### config.mk
export PLATFORM = sky130hd
export DESIGN_NAME = bcd_scan_display
export DESIGN_NICKNAME = d
export VERILOG_FILES = /design/src/rtl/bcd_scan_display.sv
export SDC_FILE = /design/constraint.sdc
export NUM_CORES = 1
export LEC_CHECK = 0
export ABC_AREA = 1
export BUFFER_PORTS_ARGS = -buffer_cell sky130_fd_sc_hd__buf_2
export CORE_ASPECT_RATIO = 0.8
export CORE_UTILIZATION = 35
export CTS_BUF_LIST = sky130_fd_sc_hd__clkbuf_16
export CTS_CLUSTER_DIAMETER = 150
export CTS_CLUSTER_SIZE = 40
export DETAILED_ROUTE_END_ITERATION = 10
export PLACE_DENSITY = 0.48
export SLEW_MARGIN = 10
export SYNTH_ARGS = -nofsm -noshare
export SYNTH_HDL_FRONTEND = slang
export SYNTH_SLANG_ARGS = --single-unit
### constraint.sdc
create_clock -name clk -period 3.2 [get_ports clk]
set_clock_uncertainty 0.15 [all_clocks]
set_input_delay 0.32 -clock clk [delete_from_list [all_inputs] [get_ports clk]]
set_output_delay 0.32 -clock clk [all_outputs]
set_load 0.005 [all_outputs]
### src/rtl/bcd_scan_display.sv
// Binary to multi-digit BCD (serial double-dabble) with a scanned 7-segment output.
// Define BCD_BLANK_EN to blank leading zero digits.
module bcd_scan_display #(
   parameter int WIDTH       = 8,
   parameter int DIGITS      = 3,
   parameter int REFRESH_DIV = 1000
) (
   input  logic              clk,
   input  logic              rst,
   input  logic              start,
   input  logic [WIDTH-1:0]  bin,
   output logic              busy,
   output logic              done,
   output logic              ovf,
   output logic [6:0]        seg,
   output logic [DIGITS-1:0] an
);

   localparam int BW = 4 * DIGITS;
   localparam int CW = $clog2(WIDTH + 1);
   localparam int IW = (DIGITS > 1) ? $clog2(DIGITS) : 1;
   localparam int PW = (REFRESH_DIV > 1) ? $clog2(REFRESH_DIV) : 1;

   typedef enum logic [1:0] {IDLE, CONV, LOAD} state_t;

   state_t          state, state_nx;
   logic [WIDTH-1:0] sr;
   logic [BW-1:0]   bcd, adj, disp;
   logic            sticky;
   logic [CW-1:0]   cnt;
   logic            last;
   logic [PW-1:0]   pre;
   logic [IW-1:0]   idx;
   logic [3:0]      dig;
   logic [6:0]      dec, seg_nx;

   assign last = (cnt == CW'(WIDTH - 1));

   always_ff @(posedge clk) begin
      if (rst) state <= IDLE;
      else     state <= state_nx;
   end

   always_comb begin
      state_nx = state;
      unique case (state)
         IDLE:    if (start) state_nx = CONV;
         CONV:    if (last)  state_nx = LOAD;
         LOAD:    state_nx = IDLE;
         default: state_nx = IDLE;
      endcase
   end

   always_comb begin
      busy = 1'b0;
      done = 1'b0;
      unique case (state)
         CONV:    busy = 1'b1;
         LOAD:    begin busy = 1'b1; done = 1'b1; end
         default: ;
      endcase
   end

   always_comb begin
      adj = bcd;
      for (int d = 0; d < DIGITS; d++)
         if (bcd[4*d +: 4] >= 4'd5) adj[4*d +: 4] = bcd[4*d +: 4] + 4'd3;
   end

   // The bit shifted out of the top nibble would start a digit we do not have.
   always_ff @(posedge clk) begin
      if (rst) begin
         sr     <= '0;
         bcd    <= '0;
         sticky <= 1'b0;
         cnt    <= '0;
         disp   <= '0;
         ovf    <= 1'b0;
      end else begin
         unique case (state)
            IDLE: if (start) begin
               sr     <= bin;
               bcd    <= '0;
               sticky <= 1'b0;
               cnt    <= '0;
            end
            CONV: begin
               sr     <= {sr[WIDTH-2:0], 1'b0};
               bcd    <= {adj[BW-2:0], sr[WIDTH-1]};
               sticky <= sticky | adj[BW-1];
               cnt    <= cnt + CW'(1);
            end
            LOAD: begin
               disp <= bcd;
               ovf  <= sticky;
            end
            default: ;
         endcase
      end
   end

   assign dig = disp[{idx, 2'b00} +: 4];

   always_comb begin
      case (dig)
         4'd0:    dec = 7'h7E;
         4'd1:    dec = 7'h30;
         4'd2:    dec = 7'h6D;
         4'd3:    dec = 7'h79;
         4'd4:    dec = 7'h33;
         4'd5:    dec = 7'h5B;
         4'd6:    dec = 7'h5F;
         4'd7:    dec = 7'h70;
         4'd8:    dec = 7'h7F;
         4'd9:    dec = 7'h7B;
         default: dec = 7'h00;
      endcase
   end

`ifdef BCD_BLANK_EN
   logic zero_hi, blank;

   always_comb begin
      zero_hi = 1'b1;
      blank   = 1'b0;
      for (int j = DIGITS - 1; j >= 1; j--) begin
         zero_hi = zero_hi & (disp[4*j +: 4] == 4'd0);
         if (idx == IW'(j)) blank = zero_hi;
      end
      seg_nx = (blank && !ovf) ? 7'h00 : dec;
   end
`else
   assign seg_nx = dec;
`endif

   // seg and an share one register stage so they always switch together.
   always_ff @(posedge clk) begin
      if (rst) begin
         pre <= '0;
         idx <= '0;
         seg <= 7'h7E;
         an  <= ~DIGITS'(1);
      end else begin
         if (pre == PW'(REFRESH_DIV - 1)) begin
            pre <= '0;
            idx <= (idx == IW'(DIGITS - 1)) ? '0 : idx + IW'(1);
         end else begin
            pre <= pre + PW'(1);
         end
         seg <= seg_nx;
         an  <= ~(DIGITS'(1) << idx);
      end
   end

endmodule

==> results_dict.tcl, run 1 <==
set metrics [dict create \
    outcome "complete, no violations" \
    cts_tree "yes" \
    reg2reg_from "idx[1]" \
    p_leak_nw 1.45 \
    startpoint_type "flop" \
    fp.dieH_um 83.2 \
    max_freq_mhz 450 \
    ys.flop_type "dfxtp_1" \
    dr.pass1.iters 4 \
    holdBufCountCts 0 \
    cts.path.max_buffers 2 \
    dieArea_um2 8610 \
    regArea_um2 1240 \
    cts-resized-gates 0 \
    vdd_drop_max_mv 0.454 \
    drt_drc_violations_left 0 \
    synth-seq-cells 62 \
    clk_latency_ns 0.33 \
    post_cts_buffers 0 \
    synth_edf_count 0 \
    dp_hpwl_um 4240 \
    multiInputGateArea_um2 1400 \
    slew_violations 0 \
    vias_per_cell 4.62 \
    syn_inst 380 \
    crit_chain "inv_1 > ha_1 > buf_2" \
    n_fill_cell 820 \
    synth_nets 410 \
    grt-ovfl-total 0 \
    grt_pass1_wl_um 10500 \
    die_w_um 103 \
    clk_pin_slew_worst_paths_ns 0.05 \
    period_minus_slack_ns 2.22 \
    num_rows 29 \
    worstSetupPathType "flop to primary output" \
    initial_core_util_pct 36.3 \
    cp.arrival_ns 1.75 \
    ys_seq_area_share_pct 43.0 \
    async_reset_ff_share_pct 0 \
    reg2reg_depth 9 \
    hold_depth 3 \
    root_buffer "clkbuf_16" \
    drv_cap 0 \
    hold_end "sr[3]" \
    yosysUniqueCellTypes 28 \
    powerDensity_nw_per_um2 813 \
    reg2reg_slack_ns 1.01 \
    cts_made_buffers 9 \
    cts_sinks 62 \
    grt_pass1_vias 2178 \
    netlist_area_um2 2880 \
    port_buffers 23 \
    fin_ws_ns 0.975 \
    grt_max_degree 26 \
    pin_count 24 \
    finalSetupViolations 0 \
    tns_ns 0 \
    tightestPinTransition_ns 0.858 \
    core_area_um2 7950 \
    wire_per_inst_um 11.7 \
    crit_family "adder cells" \
    path_buf_inv 2 \
    slew_headroom_pct 42.8 \
    min_period_over_period_pct 69.5 \
    drive_gt1_share_pct 13.0 \
    cts_htree_levels 3 \
    yosysWarnings 0 \
    area_delta_synth_final_pct 17.2 \
    finalHoldViolations 0 \
    critical_path.max_stage_delay_ns 0.73 \
    pre_cts_ws_ns 1.02 \
    cp_max_fo 25 \
    drt_iter0_markers 82 \
    cp_slowest_cell "ha_1" \
    synth_area_per_cell_um2 7.59 \
    rsz0062_at_grt "no" \
    gp_congestion 0.843 \
    ant_nets 0 \
    r2r-end "seg[0]" \
    worstSetupStartpoint "state[0]" \
    antenna_found_initial 0 \
    min-delay-start "bin[3]" \
    hp-class "input port to flop" \
    grt.total_usage_pct 16.0 \
    num_vias 2378 \
    nNetsFinal 432 \
    end_kind "primary output" \
    diodes 0 \
    drt_wl_total_um 6000 \
    worstPathRequired_ns 2.73 \
]
[routing by layer]
| layer | global-route usage, % | routed length, µm | vias up |
|---|---|---|---|
| met5 | 0 | 0 | - |
| met4 | 5.38 | 82 | 0 |
| met3 | 5.56 | 170 | 7 |
| met2 | 21.1 | 2330 | 28 |
| met1 | 23.7 | 3420 | 1062 |
| li1 | - | - | 1281 |
[power breakdown]
group / switching, mW / internal (mW) / leakage (nW)
sequential: 0.0815 / 0.938 / 0.505
clock: 0.347 / 0.675 / 0.149
combinational: 0.469 / 0.237 / 0.793
[cells by family after synthesis]
kind of cell	count (synthesis)	synth area share (%)
adders and majority gates	19	8.24
and+or+nand+nor	149	22.6
buffers and inverters	57	8.33
AOI/OAI and AO/OA	86	15.7
DFF	62	43.0
xor gates and xnor gates	7	2.13
[synthesized netlist by cell type, types with 2 or more instances]
master    count  area [µm²]
a21oi_1      37         185
a31oi_1       7        43.8
buf_2         3        15.0
buf_4         6        45.0
clkbuf_1      4        15.0
dfxtp_1      62        1240
ha_1         19         238
inv_1        40         150
inv_2         4        15.0
nand2_1      79         297
nand2_2       5        31.3
nand3_1      18        90.1
nand3_2       2        20.0
nand3b_1      2        15.0
nand4_1       4        25.0
nor2_1       31         116
nor3_1        4        20.0
o211ai_1      2        15.0
o21ai_0      36         180
xor2_1        7        61.3
[sequential cells by signal (all words and copies together), names as in the netlist]
register	count
cnt	4
ovf	1
an	3
sticky	1
sr	8
seg	7
idx	2
pre	10
state	2
disp	12
bcd	12
[worst reg2reg max path, stage by stage, from the launching register on]
cell	delay, ns
dfxtp_1	0.41
inv_2	0.09
nand2_1	0.09
nor2_1	0.05
a221oi_1	0.60
inv_1	0.15
ha_1	0.26
nand3_1	0.08
nand3_1	0.08
a21oi_1	0.15
[layout make-up]
cell class / count / area share [%]
inverters: 44 / 4.89
multi-input cells: 261 / 41.5
clock buffers: 9 / 6.66
repair buffers: 24 / 3.63
flip-flops and latches: 62 / 36.7
clock inverters: 7 / 2.63
well taps: 108 / 4.00
[metrics by stage]
step	power (mW)	instance area, µm²	instances	utilization, %	hold WS [ns]
after CTS	2.78	3380	515	42.5	0.102
final	2.75	3380	515	42.5	0.101
after global placement	1.75	3070	499	38.6	0.283
after detailed placement	1.75	3070	499	38.6	0.289
after global routing	2.96	3380	515	42.5	0.116
after floorplan	1.57	2880	380	-	0.268
[worst max-delay path by stage]
stage / end / slack [ns] / cells past startpoint
after floorplan: seg[0] / 1.37 / 9
after global placement: seg[1] / 1.07 / 9
after detailed placement: seg[0] / 1.02 / 9
after CTS: done / 0.95 / 3
after global routing: seg[0] / 0.71 / 9
final: done / 0.98 / 3
[cells in the final DEF (no fill, tap or decap), drive strengths merged]
master,Yosys,routed
clkbuf,4,9
nand3b,2,2
clkinv,0,3
a221oi,1,1
xor2,7,7
nand2,85,85
o211ai,2,2
o31ai,1,1
nor2,33,33
nand3,20,20
a31oi,7,7
clkinvlp,0,2
nor3,4,4
o21ai,37,37
buf,9,24
nand4,4,4
ha,19,19
bufinv,0,2
dfxtp,62,62
a21oi,37,37
nor3b,1,1
a21o,1,1
inv,44,44
No activity file was read; power rests on OpenSTA's default activity.
==> inputs of run 2 (changes only) <==
--- a/config.mk
+++ b/config.mk
@@ -13,7 +13,7 @@
 export CTS_CLUSTER_DIAMETER = 150
 export CTS_CLUSTER_SIZE = 40
 export DETAILED_ROUTE_END_ITERATION = 10
-export PLACE_DENSITY = 0.48
+export PLACE_DENSITY = 0.5
 export SLEW_MARGIN = 10
 export SYNTH_ARGS = -nofsm -noshare
 export SYNTH_HDL_FRONTEND = slang
==> constraint.sdc (replaced) <==
create_clock -name clk -period 1.9 [get_ports clk]
set_clock_uncertainty 0.15 [all_clocks]
set_input_delay 0.19 -clock clk [delete_from_list [all_inputs] [get_ports clk]]
set_output_delay 0.19 -clock clk [all_outputs]
set_load 0.005 [all_outputs]
==> run 2 against run 1 <==
Against the previous run: setup slack worse by 0.81 ns; sequential share of layout area down 1.2 points; clock-buffer cell count unchanged.
==> results_dict.tcl, run 2 (synthesis gave the netlist of run 1 again) <==
set metrics [dict create \
    num_rows 29 \
    min_period_over_period_pct 91.4 \
    gp_congestion 0.789 \
    pre_cts_ws_ns 0.114 \
    cts_htree_levels 3 \
    wl_met3_um 231 \
    dr.pass1.iters 4 \
    reg2reg_depth 10 \
    crit_chain "inv_2 > nor2_1 > a221oi_1 > buf_4 > buf_4 > ha_1 > nand2_1 > o21ai_0 > nand2_1 > nand2_1" \
    max_freq_mhz 576 \
    ant_nets 0 \
    dp_hpwl_um 4290 \
    rsz0062_at_grt "no" \
    cp_max_fo 5 \
    finalHoldViolations 0 \
    grt_max_degree 26 \
    initial_core_util_pct 36.3 \
    crit_family "flip-flops" \
    mostFrequentLayoutCell "nand2_1" \
    min-delay-start "bin[0]" \
    worstPathRequired_ns 1.98 \
    finalSetupViolations 0 \
    end_kind "flop" \
    fin_ws_ns 0.164 \
    tightestPinTransition_ns 0.533 \
    p_leak_nw 1.52 \
    drt_drc_violations_left 0 \
    tns_ns 0 \
    drv_cap 0 \
    post-place-cells 508 \
    area_delta_synth_final_pct 21.3 \
    die_w_um 103 \
    nNetsFinal 449 \
    period_minus_slack_ns 1.74 \
    wl_met1_um 3310 \
    routed.top_layer "met4" \
    hold_end "sr[0]" \
    fin_util_pct 44.0 \
    drive_gt1_share_pct 15.1 \
    fp.dieH_um 83.2 \
    hp-class "input port to flop" \
    diodes 0 \
    clk_latency_ns 0.33 \
    total_power_mw 4.58 \
    worstSetupPathType "flop to flop" \
    reg2reg_slack_ns 0.16 \
    grt_pass1_wl_um 10800 \
    final_cells 532 \
    grt_pass1_vias 2305 \
    antenna_found_initial 0 \
    root_buffer "clkbuf_16" \
    vias_per_cell 4.57 \
    cp_slowest_cell "dfxtp_2" \
    slew_violations 0 \
    cts_tree "yes" \
    layout.cells.most_common_list "78 x nand2_1, 60 x dfxtp_1, 41 x inv_1" \
    slew_headroom_pct 64.2 \
    cts_made_buffers 9 \
    critical_path.max_stage_delay_ns 0.37 \
    core_area_um2 7950 \
    cp.arrival_ns 1.82 \
    grt-ovfl-total 0 \
    wl_met2_um 2520 \
    port_buffers 23 \
    grt.total_usage_pct 16.6 \
    reg2reg_from "idx[1]" \
    drt_wl_total_um 6160 \
    num_vias 2430 \
    path_buf_inv 3 \
    dieArea_um2 8610 \
    outcome "complete, no violations" \
    startpoint_type "flop" \
    n_fill_cell 817 \
    pin_count 24 \
    powerDensity_nw_per_um2 1310 \
    vdd_drop_max_mv 0.712 \
    clk_pin_slew_worst_paths_ns 0.06 \
    hold_depth 3 \
    drt_iter0_markers 102 \
    r2r-end "seg[1]" \
    wire_per_inst_um 11.6 \
    cts_sinks 62 \
    critPathMostFrequentCell "nand2_1" \
    reg_top3 "bcd (12), disp (12), pre (10)" \
    cts.path.max_buffers 2 \
]
-- run 2: layer usage --
layer / up-vias / GRT usage [%]
met5: - / 0
met4: 0 / 6.15
met3: 9 / 5.81
met2: 30 / 22.6
met1: 1075 / 23.8
li1: 1316 / -
-- run 2: through the flow --
stage	cell area (µm²)	hold slack, ns
floorplan	2880	0.200
global placement	3130	0.283
detailed placement	3130	0.287
CTS	3490	0.000394
global route	3500	0.00948
finish	3500	0.00632
-- run 2: where the power goes --
part	internal (mW)	total, mW	switching (mW)
clock	0.992	1.56	0.568
combinational	0.492	1.30	0.811
sequential	1.58	1.72	0.135
-- run 2: timing repair --
item                       CTS  global route
setup buffers                0             1
setup endpoints to repair    0             6
hold buffers                 7             0
hold endpoints to repair     7             0
gates resized for setup      0             3
-- run 2: final cells by class --
cell class | instances | area, µm² | share of cell area [%]
multi-input cells | 261 | 1410 | 40.2
flip-flops and latches | 62 | 1240 | 35.6
repair buffers | 41 | 268 | 7.65
well taps | 108 | 135 | 3.86
inverters | 44 | 165 | 4.72
clock inverters | 7 | 56.3 | 1.61
clock buffers | 9 | 225 | 6.44
-- run 2: worst register-to-register path: stages (launching register included) --
cell,delay (ns)
dfxtp_2,0.37
inv_2,0.06
nor2_1,0.18
a221oi_1,0.13
buf_4,0.16
buf_4,0.13
ha_1,0.18
nand2_1,0.08
o21ai_0,0.09
nand2_1,0.06
nand2_1,0.04
-- run 2: worst max path at each step --
stage	slack, ns	from	end	depth (start not counted)
global placement	0.11	idx[1]	seg[5]	8
CTS	0.1	idx[1]	seg[0]	10
finish	0.16	idx[1]	seg[1]	10
floorplan	0.07	idx[1]	seg[0]	9
detailed placement	0.11	idx[1]	seg[0]	10
global route	0.0009	state[0]	bcd[8]	9
